**src/rtl/sync_edge_stamp.sv**
```systemverilog
// sync_edge_stamp: multi-channel input synchroniser with per-channel edge
// detection and timestamp capture. Each channel keeps one pending event
// (timestamp + polarity) until acknowledged. A sticky overflow flag records
// edges that were dropped while an event was still pending.
module sync_edge_stamp #(
  parameter int NCH         = 4,
  parameter int SYNC_STAGES = 2,
  parameter int TS_W        = 32
) (
  input  logic                  clk,
  input  logic                  reset_n,
  input  logic [NCH-1:0]        din,
  input  logic [2*NCH-1:0]      edge_mode,
  input  logic                  clear,
  input  logic [NCH-1:0]        ack,
  output logic [NCH-1:0]        sync_out,
  output logic [NCH-1:0]        evt_valid,
  output logic [NCH-1:0]        evt_pol,
  output logic [NCH*TS_W-1:0]   evt_ts,
  output logic [NCH-1:0]        ovf,
  output logic [TS_W-1:0]       ts_now
);

  // Synchroniser chain per channel; bit 0 samples the pad and the top bit
  // is the safe level.
  logic [NCH-1:0][SYNC_STAGES-1:0] sync_q, sync_d;
  logic [NCH-1:0]                  prev_q, prev_d;
  logic [NCH-1:0]                  vld_q, vld_d;
  logic [NCH-1:0]                  pol_q, pol_d;
  logic [NCH-1:0]                  ovf_q, ovf_d;
  logic [NCH-1:0][TS_W-1:0]        cap_q, cap_d;
  logic [TS_W-1:0]                 ts_q, ts_d;

  logic [NCH-1:0] lvl, rise, fall, hit;

  // Free-running timestamp; clear restarts it from zero.
  always_comb begin
    ts_d = clear ? '0 : ts_q + TS_W'(1);
  end

  // Synchroniser shift and mode-gated edge detection. prev tracks the last
  // synchronised level, so a mode change alone never looks like an edge.
  always_comb begin
    sync_d = '0;
    prev_d = '0;
    lvl    = '0;
    rise   = '0;
    fall   = '0;
    hit    = '0;
    for (int i = 0; i < NCH; i++) begin
      sync_d[i] = {sync_q[i][SYNC_STAGES-2:0], din[i]};
      lvl[i]    = sync_q[i][SYNC_STAGES-1];
      prev_d[i] = lvl[i];
      rise[i]   = lvl[i] & ~prev_q[i];
      fall[i]   = ~lvl[i] & prev_q[i];
      hit[i]    = (edge_mode[2*i] & rise[i]) | (edge_mode[2*i+1] & fall[i]);
    end
  end

  // Per-channel event register: clear beats everything, a hit may reload a
  // slot that is empty or being acknowledged this cycle, otherwise the first
  // edge is kept and the loss is flagged.
  always_comb begin
    vld_d = vld_q;
    pol_d = pol_q;
    ovf_d = ovf_q;
    cap_d = cap_q;
    for (int i = 0; i < NCH; i++) begin
      if (clear) begin
        vld_d[i] = 1'b0;
        ovf_d[i] = 1'b0;
      end else if (hit[i] && (!vld_q[i] || ack[i])) begin
        vld_d[i] = 1'b1;
        cap_d[i] = ts_q;
        pol_d[i] = lvl[i];
      end else if (hit[i]) begin
        ovf_d[i] = 1'b1;
      end else if (ack[i] && vld_q[i]) begin
        vld_d[i] = 1'b0;
      end
    end
  end

  // All state, asynchronously zeroed.
  always_ff @(posedge clk or negedge reset_n) begin
    if (!reset_n) begin
      sync_q <= '0;
      prev_q <= '0;
      vld_q  <= '0;
      pol_q  <= '0;
      ovf_q  <= '0;
      cap_q  <= '0;
      ts_q   <= '0;
    end else begin
      sync_q <= sync_d;
      prev_q <= prev_d;
      vld_q  <= vld_d;
      pol_q  <= pol_d;
      ovf_q  <= ovf_d;
      cap_q  <= cap_d;
      ts_q   <= ts_d;
    end
  end

  assign sync_out  = lvl;
  assign evt_valid = vld_q;
  assign evt_pol   = pol_q;
  assign evt_ts    = cap_q;
  assign ovf       = ovf_q;
  assign ts_now    = ts_q;

endmodule
```
**config.mk**
```make
export PLATFORM = sky130hd
export DESIGN_NAME = sync_edge_stamp
export DESIGN_NICKNAME = d
export VERILOG_FILES = /design/src/rtl/sync_edge_stamp.sv
export SDC_FILE = /design/constraint.sdc
export NUM_CORES = 1
export LEC_CHECK = 0
export ABC_AREA = 1
export BUFFER_PORTS_ARGS = -buffer_cell sky130_fd_sc_hd__buf_2
export CORE_AREA = 10 10 182 99
export DETAILED_ROUTE_END_ITERATION = 6
export DIE_AREA = 0 0 192 109
export GPL_TIMING_DRIVEN = 0
export PLACE_DENSITY = 0.76
export SETUP_SLACK_MARGIN = 0.15
export SYNTH_ARGS = -nofsm -noshare
export SYNTH_HDL_FRONTEND = slang
export SYNTH_SLANG_ARGS = --single-unit
```
**constraint.sdc**
```tcl
create_clock -name clk -period 2.1 [get_ports clk]
set_clock_uncertainty 0.1 [all_clocks]
set_input_delay 0.21 -clock clk [delete_from_list [all_inputs] [get_ports clk]]
set_output_delay 0.21 -clock clk [all_outputs]
set_load 0.05 [all_outputs]
```
# [Word level (Yosys, flattened, before mapping)]
# Cells that the tools add are included.
[totals] reg_bits=184 inputBits=19 out_inout_bits=176 elab_cells=125
[classes] n_addsub=1 eq_ne=8 muxes=29 bitwise=29 reduce_logical=36
[ops] cell="$add 32x1->32 const B" n=1
[ops] cell="$mux 32" n=1
[ops] cell="$mux 1" n=28
[ops] cell="$reduce_and 2->1" n=12
[ops] cell="$and 1x1->1" n=16
[ops] cell="$ne 3x2->1 const B" n=4
[ops] cell="$reduce_bool 3->1" n=4
[ops] cell="$not 1->1" n=9
[ops] cell="$logic_and 1x1->1" n=8
[ops] cell="$ne 2x2->1 const B" n=4
[ops] cell="$reduce_bool 2->1" n=4
[ops] cell="$logic_not 1->1" n=4
[ops] cell="$logic_or 1x1->1" n=4
[ops] cell="$or 1x1->1" n=4

# [Longest topological paths before layout]
# Gate-level depths: netlist (run 1).
[depth] word_depth=7 mapped_depth=9 mapped_depth_nobuf=9

# [Worst setup path before layout (run 1)]
# No wires, ideal clock.
[synth_path] path_type="reg-to-reg" startpoint="register ts_q[0] (netlist: ts_now[0])" endpoint="register ts_q[30] (netlist: ts_now[30])" arrival_time_ns=1.598 slack_ns=0.270 path_stages_with_launch=9 cell_sequence="dfrtp_1 -> ha_1 -> nand2_2 -> nor2_2 -> nand2_1 -> nor2_4 -> nand3_1 -> nand2_1 -> nor2_1"
[synth_between] elab_chain_cells=2
[synth_rtl] element="start, declared" line_no="32" source="logic [TS_W-1:0] ts_q, ts_d;"
[synth_rtl] element="start signal, assigned" line_no="101" source="ts_q <= ts_d;"
[synth_rtl] element="$add 32x1->32" line_no="38" source="ts_d = clear ? '0 : ts_q + TS_W'(1);"
[synth_rtl] element="$mux 32" line_no="38"
[synth_rtl] element="named net ts_d[30]" line_no="32"
# The timed path passes the listed nets, and every way through them passes these cells.
# A chain may end at the register's enable or synchronous reset.

# [Worst setup path in the final report (run 1)]
[layout_path] startpoint="register sync_q (netlist bit sync_out[3])" endpoint="register cap_q (netlist bit evt_ts[114])"
[layout_between] elab_chain_cells=6
[layout_rtl] element="start, declared" line_no="26" source="logic [NCH-1:0][SYNC_STAGES-1:0] sync_q, sync_d;"
[layout_rtl] element="start signal, assigned" line_no="95" source="sync_q <= sync_d;"
[layout_rtl] element="$not 1->1" line_no="55" source="fall[i] = ~lvl[i] & prev_q[i];"
[layout_rtl] element="$and 1x1->1" line_no="55"
[layout_rtl] element="$and 1x1->1" line_no="56" source="hit[i] = (edge_mode[2*i] & rise[i]) | (edge_mode[2*i+1] & fall[i]);"
[layout_rtl] element="$or 1x1->1 (*)" line_no="56"
[layout_rtl] element="$logic_and 1x1->1 (*)" line_no="72" source="end else if (hit[i] && (!vld_q[i] || ack[i])) begin"
[layout_rtl] element="$reduce_and 2->1 (no line) (*)"
[layout_rtl] element="end signal, assigned" line_no="100" source="cap_q <= cap_d;"
[layout_rtl] element="end, declared" line_no="31" source="logic [NCH-1:0][TS_W-1:0] cap_q, cap_d;"
# Mark *: on every way between the ends. The rest lies on a longest branch, timed or not.

==> results of run 1 <==
placed cells by master, fill, tap and decap left out, drive strengths merged, types with 2 or more instances in the layout:
cell type	instances
xor2	2
inv	61
clkbuf	34
o21ai	146
a21oi	18
nand3	28
bufinv	4
nand2	237
dlygate4sd3	8
buf	213
nor2	75
dfrtp	184
power by group:
| group | switching [mW] | internal, mW | leakage, nW |
|---|---|---|---|
| clock | 1.38 | 2.08 | 0.310 |
| combinational | 0.546 | 0.147 | 1.93 |
| sequential | 0.0495 | 3.62 | 2.52 |
area by class of cell:
type	instances	area [um2]
Clock buffer	20	457
Fill cell	1298	5650
Tap cell	204	255
Antenna cell	1	2.50
Multi-Input combinational cell	509	2280
Buffer	33	204
Clock inverter	11	183
Sequential cell	184	4600
Inverter	56	210
Timing Repair Buffer	202	1080
worst max-delay path, cell delays in order, from the launching register on:
cell and delay (ns):
sky130_fd_sc_hd__dfrtp_1 0.39, sky130_fd_sc_hd__inv_1 0.07, sky130_fd_sc_hd__nand3_1 0.07, sky130_fd_sc_hd__nand2_1 0.11, sky130_fd_sc_hd__nand3_2 0.13, sky130_fd_sc_hd__buf_2 0.27, sky130_fd_sc_hd__buf_2 0.35, sky130_fd_sc_hd__nand2_1 0.10
sky130_fd_sc_hd__o21ai_0 0.10
layer usage:
layer / vias up / wire length, um / GRT usage (%)
met5: - / 0 / 0
met4: 0 / 104 / 3.25
met3: 8 / 2480 / 7.81
met2: 275 / 9330 / 30.7
met1: 3161 / 11100 / 32.8
li1: 2954 / - / -
synth_stat cells, types with 5 or more instances:
| library cell | number | area [um2] |
|---|---|---|
| sky130_fd_sc_hd__a21oi_1 | 18 | 90.1 |
| sky130_fd_sc_hd__buf_2 | 10 | 50.1 |
| sky130_fd_sc_hd__buf_6 | 8 | 90.1 |
| sky130_fd_sc_hd__clkbuf_1 | 11 | 41.3 |
| sky130_fd_sc_hd__dfrtp_1 | 184 | 4600 |
| sky130_fd_sc_hd__inv_1 | 52 | 195 |
| sky130_fd_sc_hd__nand2_1 | 228 | 856 |
| sky130_fd_sc_hd__nand2_2 | 9 | 56.3 |
| sky130_fd_sc_hd__nand3_1 | 25 | 125 |
| sky130_fd_sc_hd__nor2_1 | 64 | 240 |
| sky130_fd_sc_hd__nor2_2 | 5 | 31.3 |
| sky130_fd_sc_hd__nor2_4 | 6 | 67.6 |
| sky130_fd_sc_hd__o21ai_0 | 129 | 646 |
| sky130_fd_sc_hd__o21ai_1 | 17 | 85.1 |
cells by family after synthesis:
family | synth area share, %
AND/OR/NAND/NOR | 19.6
AO/OA/AOI/OAI | 11.2
buffers and inverters | 5.67
XOR/XNOR | 0.240
flip-flops | 63.0
adder cells (fa/ha/maj) | 0.171
metrics by stage:
stage | utilization (%) | power, mW | cell area (um2)
finish | 62.2 | 7.83 | 9280
global route | 62.1 | 8.09 | 9280
CTS | 62.1 | 7.90 | 9280
detailed placement | 57.3 | 4.43 | 8560
global placement | 57.1 | 4.41 | 8520
floorplan | - | 4.16 | 7300
sequential cells by signal, indices dropped and copies added (netlist names):
signal and cells:
sync_d 4, sync_out 4, ovf 4, evt_valid 4, evt_pol 4, evt_ts 128
ts_now 32, prev_q 4
path summary, 6_finish.rpt:
check	end	cells after the start	start
worst min register to register	sync_out[3]	0	sync_d[7]
max in group asynchronous	evt_ts[52]	3	reset_n
worst max-delay path	evt_ts[114]	8	sync_out[3]
worst min-delay path	evt_valid[2]	4	ack[2]
min in group asynchronous	evt_ts[65]	2	reset_n
worst max register to register	evt_ts[114]	8	sync_out[3]
==> results.cfg, run 1 <==
[place]
preCtsSetupSlack_ns = 0.361
gpl.final_weighted_congestion = 0.978
place.detailed.instances = 1180
place.port_buffers = 193
dpl.hpwl_mm = 17.2

[timing]
fin_crit_sh_pct = 84.1
finalWorstSetupSlack_ns = 0.333
report.final.setup_viol = 0
timing_worst_slew_pin_value_ns = 0.620
grt_setup_unrepaired = no
setup-tns-final_ns = 0
timing_hold_violations_final = 0
relSlewSlack_pct = 58.7
upper_clock_frequency_limit_mhz = 566
final_max_slew_viol_count = 0
final.hold.worst_slack_ns = 0.0308
post-route-min-period_ns = 1.77

[clock_tree]
cts_hold_buffers = 8
post_cts.resized_instances = 0
root_buffer = sky130_fd_sc_hd__clkbuf_16
clock_tree.htree_level_count = 4
clk_pin_slew_worst_paths_ns = 0.07
cts_buffers = 17
clock_sinks = 184
clock_path_buffers = 2
post_cts_buffers = 0
tritoncts_clock_tree = done
clock_insertion_delay_worst_skew_ns = 0.42

[floorplan]
rows = 32
floorplan.die.width_um = 192
die-height_um = 109
core_region_area_um2 = 14900
initial_core_util_pct = 48.9
io-pin-count = 195
fp.dieArea_um2 = 20900

[final_layout]
post_layout_net_count = 1023
area.growth.synth_to_final_pct = 27.1
drive_gt1_share_pct = 26.9
final_cells = 1220

[route]
viasPerCell = 5.24
first_iter_violations = 522
first_pass_iters = 5
drt.antenna.violating_nets = 0
detail_route.wl_per_cell_um = 18.8
post-route-drc-count = 0
dr_total_vias = 6398
drt-total-wl_mm = 23.0

[critical_path]
critical_path.max_fanout = 10
critPathLaunchType = flop
critPathRequiredTime_ns = 2.33
timing_worst_setup_path_type = flop to flop
crit_arrival_ns = 2.00
r2r_slack_ns = 0.33
crit_path_end_kind = flop

[logic_synthesis]
yosys_warnings = 0
post_synth_inst_count = 782
synth_flop_cell = sky130_fd_sc_hd__dfrtp_1
synth-seq-cells = 184
netlist_area_um2 = 7300
ys_seq_area_share_pct = 63.0
synthesis.area_per_instance_um2 = 9.34
synth-edff-count = 0
yosys.cell_types.count = 23
asyncSetResetFlopFracSynth_pct = 100
synthesis.nets = 802

[pwr]
cellLeakagePower_nw = 4.77
pwr_dens_nw_per_um2 = 843
peakVddDrop_mv = 0.620

[grt]
wire_length_of_the_first_global_routing_pass_mm = 35.7
sum_of_overflow_across_all_layers_after_global_routing = 0
number_of_antenna_violations_at_the_first_check_in_global_routing = 0
first_global_vias = 6098
grt_start_max_net_pins = 123
grt_usage_pct = 22.1

[job]
maxCapViolations = 0

[run_status]
outcome = finished, final reports clean

[min_path]
min-delay-path-class = primary input to flop
No activity file was read; power rests on OpenSTA's default activity.
==> run 2: changes to the inputs <==
Settings changed: CORE_AREA 10 10 182 99 to 10 10 188 102, DIE_AREA 0 0 192 109 to 0 0 198 112, PLACE_DENSITY 0.76 to 0.74.
Clock period 2.1 ns to 1.5 ns, I/O delays scaled along.
==> results.cfg, run 2 (synthesized netlist as in run 1, its figures left out) <==
[grt]
number_of_antenna_violations_at_the_first_check_in_global_routing = 0
wire_length_of_the_first_global_routing_pass_mm = 40.3
sum_of_overflow_across_all_layers_after_global_routing = 0
first_global_vias = 6793
grt_usage_pct = 23.4
grt_start_max_net_pins = 116

[route]
drt-total-wl_mm = 29.2
detail_route.wl_per_cell_um = 22.1
dr_total_vias = 7077
viasPerCell = 5.36
first_pass_iters = 6
drt.antenna.violating_nets = 0
post-route-drc-count = 0
first_iter_violations = 623

[place]
dpl.hpwl_mm = 17.5
place.port_buffers = 193
place.detailed.instances = 1186
gpl.final_weighted_congestion = 0.922

[timing]
timing_worst_slew_pin_value_ns = 0.634
post-route-min-period_ns = 1.64
final.hold.worst_slack_ns = -0.453
report.final.setup_viol = 71
fin_crit_sh_pct = 109
grt_setup_unrepaired = yes
setup-tns-final_ns = -2.63
relSlewSlack_pct = 57.7
final_max_slew_viol_count = 0
timing_hold_violations_final = 72
upper_clock_frequency_limit_mhz = 610
finalWorstSetupSlack_ns = -0.139

[clock_tree]
clock_tree.htree_level_count = 4
clock_insertion_delay_worst_skew_ns = 0.44
root_buffer = sky130_fd_sc_hd__clkbuf_16
tritoncts_clock_tree = done
cts_buffers = 17
clk_pin_slew_worst_paths_ns = 0.08
clock_path_buffers = 2
clock_sinks = 184

[critical_path]
crit_path_top_delay_cell = sky130_fd_sc_hd__dfrtp_2
timing_worst_setup_path_type = flop to flop
critPathRequiredTime_ns = 1.77
worst_path_most_repeated_cell = sky130_fd_sc_hd__nand2_1
worstPathBufferInverterCount = 1
crit_arrival_ns = 1.91
crit_path_end_kind = flop
critical_path.max_fanout = 6
r2r_slack_ns = -0.14
critical_path_cell_by_cell = buf_4 > nand2_2 > nor2_4 > nand2_4 > nor2_4 > nand2_1 > nand2_1 > nand2_1 > nor2_1
timing.critical_path.slowest_cell_delay_ns = 0.41
worst_path_dominant_cell_family = simple AND/OR/NAND/NOR gates
critPathLaunchType = flop

[final_layout]
area.growth.synth_to_final_pct = 71.2
drive_gt1_share_pct = 59.5
post_layout_net_count = 1117
largest_register_ff_count = 128
layout.cells.most_common = sky130_fd_sc_hd__dfrtp_1
final_cells = 1320
final_cell_mix = 144 x sky130_fd_sc_hd__dfrtp_1, 97 x sky130_fd_sc_hd__nand2_1, 90 x sky130_fd_sc_hd__buf_4, 77 x sky130_fd_sc_hd__nand2_2, 76 x sky130_fd_sc_hd__o21ai_2
insertedDiodeCount = 0

[pwr]
power.clock.fraction_pct = 41.6
cellLeakagePower_nw = 5.93
swShare_pct = 29.0
peakVddDrop_mv = 0.791
psw_mw = 3.38
seqPwrFrac_pct = 44.5
pwr_dens_nw_per_um2 = 930
combPwrFrac_pct = 13.8
cell_internal_pwr_mw = 8.25

[floorplan]
initial_core_util_pct = 45.8
die-height_um = 112
floorplan.die.width_um = 198
rows = 33
fp.dieArea_um2 = 22200
io-pin-count = 195
core_region_area_um2 = 15900

[run_status]
outcome = finished, violations left
failed_checks = hold timing, setup timing

[min_path]
min-delay-path-class = primary input to async pin

[job]
maxCapViolations = 0
run 2: changes by cell type in the layout (fill, tap and decap cells not counted), moves of 21 or more:
cell	before	now
sky130_fd_sc_hd__buf_2	202	61
sky130_fd_sc_hd__buf_4	1	90
sky130_fd_sc_hd__buf_6	8	72
sky130_fd_sc_hd__buf_8	1	22
sky130_fd_sc_hd__clkbuf_4	0	40
sky130_fd_sc_hd__dfrtp_1	184	144
sky130_fd_sc_hd__dfrtp_2	0	40
sky130_fd_sc_hd__nand2_1	228	97
sky130_fd_sc_hd__nand2_2	9	77
sky130_fd_sc_hd__nand2_4	0	62
sky130_fd_sc_hd__o21ai_0	129	5
sky130_fd_sc_hd__o21ai_1	17	65
sky130_fd_sc_hd__o21ai_2	0	76
run 2: routing by layer:
metal	GRT usage [%]	part of all wire (%)
met1	34.1	45
met2	33.4	45
met3	7.33	9.5
met4	4.48	1.0
met5	0	0
run 2: repair_timing:
action / in CTS / in global routing
resized for setup: 284 / 420
buffers inserted: 53 / 27
setup endpoints to repair: 201 / 281
cloned: 9 / 9
pin swaps: 18 / 16
hold buffers: 4 / 1
hold endpoints to repair: 80 / 76
run 2: power groups by stage:
stage | clock, mW | combinational, mW | sequential (mW)
global route | 5.06 | 1.68 | 5.19
floorplan | 0 | 0.268 | 5.60
finish | 4.84 | 1.61 | 5.18
detailed placement | 0 | 1.01 | 5.24
global placement | 0 | 0.988 | 5.24
CTS | 4.84 | 1.34 | 5.15
run 2: worst paths after layout:
kind / endpoint / cells past startpoint / start
min in group clk: evt_valid[1] / 4 / ack[1]
min reg2reg: sync_out[0] / 0 / sync_d[1]
max in group asynchronous: ts_now[20] / 2 / reset_n
max: ts_now[25] / 9 / ts_now[1]
max reg2reg: ts_now[25] / 9 / ts_now[1]
min: evt_ts[1] / 1 / reset_n
run 2: cell type report:
class,count,area [um2]
timing repair buffer,297,2790
tap,210,263
fill,962,3440
clock inverter,15,203
clock buffer,17,425
inverter,56,224
buffer,32,562
sequential,184,4650
multi-input combinational,509,3380
run 2: stage by stage:
step / power [mW] / utilization, % / hold slack (ns) / setup WS [ns] / area [um2]
after floorplan: 5.86 / - / -0.246 / -0.0742 / 7510
after global placement: 6.22 / 54.8 / 0.158 / -3.10 / 8740
after detailed placement: 6.25 / 55.1 / 0.0385 / -0.149 / 8780
after CTS: 11.3 / 69.0 / -0.426 / -0.0432 / 11000
after global routing: 11.9 / 78.4 / -0.425 / -0.229 / 12500
final: 11.6 / 78.4 / -0.453 / -0.139 / 12500
==> run 3: changes to the inputs <==
Settings changed: SKIP_CTS_REPAIR_TIMING set to 1.
==> results.cfg, run 3 (synthesized netlist as in run 1, its figures left out) <==
[run_status]
outcome = finished, violations left
failed_checks = hold timing, setup timing

[place]
preCtsSetupSlack_ns = -0.149
place.detailed.instances = 1186
place.port_buffers = 193
placedInstanceArea_um2 = 8780
dpl.hpwl_mm = 17.5
gpl.final_weighted_congestion = 0.922

[final_layout]
final_cell_mix = 145 x sky130_fd_sc_hd__dfrtp_1, 140 x sky130_fd_sc_hd__buf_2, 107 x sky130_fd_sc_hd__nand2_1, 81 x sky130_fd_sc_hd__nand2_2, 73 x sky130_fd_sc_hd__o21ai_1
insertedDiodeCount = 0
n_fill_cell = 1128
drive_gt1_share_pct = 54.6
final_std_cell_area_no_fill_um2 = 11500
layout.cells.most_common = sky130_fd_sc_hd__dfrtp_1
finalCoreUtilization_pct = 72.3
largest_register_ff_count = 128
multi_input_comb_area_um2 = 3180
post_layout_net_count = 1076
regArea_um2 = 4650
area.growth.synth_to_final_pct = 57.7
final_cells = 1279

[timing]
report.final.setup_viol = 53
final.hold.worst_slack_ns = -0.445
timing_worst_slew_pin_value_ns = 0.597
setup-tns-final_ns = -2.10
timing_hold_violations_final = 76
relSlewSlack_pct = 60.2
finalWorstSetupSlack_ns = -0.152
fin_crit_sh_pct = 110
upper_clock_frequency_limit_mhz = 605
post-route-min-period_ns = 1.65
grt_setup_unrepaired = yes
final_max_slew_viol_count = 0

[route]
first_pass_iters = 5
post-route-drc-count = 0
first_iter_violations = 447
viasPerCell = 5.32
drt.antenna.violating_nets = 0
dr_total_vias = 6804
detail_route.wl_per_cell_um = 20.6
drt-total-wl_mm = 26.4

[critical_path]
critical_path.max_fanout = 7
critPathRequiredTime_ns = 1.75
timing_worst_setup_path_type = flop to flop
critPathLaunchType = flop
crit_path_end_kind = flop
crit_arrival_ns = 1.90

[pwr]
cell_internal_pwr_mw = 8.12
seqPwrFrac_pct = 45.4
swShare_pct = 28.7
pwr_dens_nw_per_um2 = 989
peakVddDrop_mv = 0.751
power.clock.fraction_pct = 42.2
psw_mw = 3.27
power_mw = 11.4
cellLeakagePower_nw = 5.58
combPwrFrac_pct = 12.4

[floorplan]
initial_core_util_pct = 45.8
die-height_um = 112
fp.dieArea_um2 = 22200
core_region_area_um2 = 15900
rows = 33
floorplan.die.width_um = 198
io-pin-count = 195

[clock_tree]
clk_pin_slew_worst_paths_ns = 0.08
clock_sinks = 184
clock_insertion_delay_worst_skew_ns = 0.43
clock_path_buffers = 2
cts_buffers = 17
clock_tree.htree_level_count = 4
root_buffer = sky130_fd_sc_hd__clkbuf_16
tritoncts_clock_tree = done

[grt]
grt_start_max_net_pins = 116
wire_length_of_the_first_global_routing_pass_mm = 36.2
number_of_antenna_violations_at_the_first_check_in_global_routing = 0
sum_of_overflow_across_all_layers_after_global_routing = 0
grt_usage_pct = 20.9
first_global_vias = 6158

[job]
maxCapViolations = 0

[min_path]
min-delay-path-class = primary input to async pin
## run 3: cell count changes in the layout (fill, tap and decap cells not counted), moves of 6 or more
| cell | change |
|---|---|
| sky130_fd_sc_hd__buf_16 | -7 |
| sky130_fd_sc_hd__o21ai_1 | +8 |
| sky130_fd_sc_hd__buf_6 | -31 |
| sky130_fd_sc_hd__buf_4 | -46 |
| sky130_fd_sc_hd__nand2_4 | -13 |
| sky130_fd_sc_hd__buf_2 | +79 |
| sky130_fd_sc_hd__buf_8 | -13 |
| sky130_fd_sc_hd__buf_12 | +6 |
| sky130_fd_sc_hd__clkbuf_4 | -26 |
| sky130_fd_sc_hd__o21ai_2 | -20 |
| sky130_fd_sc_hd__nand2_1 | +10 |
| sky130_fd_sc_hd__o21ai_0 | +12 |
## run 3: critical path, cell delays in order, from the launching register on
cell and delay, ns:
sky130_fd_sc_hd__dfrtp_2 0.44, sky130_fd_sc_hd__ha_4 0.17, sky130_fd_sc_hd__nand2_4 0.06, sky130_fd_sc_hd__nor2_4 0.13, sky130_fd_sc_hd__inv_2 0.07, sky130_fd_sc_hd__nor2_4 0.24
sky130_fd_sc_hd__buf_4 0.16, sky130_fd_sc_hd__o21ai_0 0.07, sky130_fd_sc_hd__a21oi_1 0.13
## run 3: power groups by stage
stage / logic, mW / registers (mW) / clock network (mW)
floorplan: 0.268 / 5.60 / 0
global placement: 0.988 / 5.24 / 0
detailed placement: 1.01 / 5.24 / 0
CTS: 1.01 / 5.14 / 4.84
global route: 1.48 / 5.18 / 5.04
finish: 1.41 / 5.17 / 4.81
## run 3: path summary, 6_finish.rpt
kind,from,to,slack [ns],depth (start not counted)
max in group asynchronous,reset_n,ts_now[20],0.74,2
worst min register to register,sync_d[1],sync_out[0],0.26,0
min in group clk,clear,ovf[0],-0.11,2
worst min-delay path,reset_n,evt_ts[2],-0.44,1
worst max-delay path,ts_now[1],ts_now[12],-0.15,8
worst max register to register,ts_now[1],ts_now[12],-0.15,8
## run 3: cell type report
cell class              instances  area share [%]
repair buffers                255            18.0
multi-input cells             509            27.6
flip-flops and latches        184            40.4
clock buffers                  17            3.69
plain buffers                  33            4.19
well taps                     210            2.28
inverters                      56            2.08
clock inverters                15            1.76
## run 3: routing by layer
layer	global-route usage, %	vias to the layer above	wire, um	share of wire, %
met5	0	-	0	0
met2	29.1	274	11600	44
met3	6.82	20	2160	8.2
met4	3.97	0	196	0.74
li1	-	3072	-	-
met1	31.0	3438	12500	47
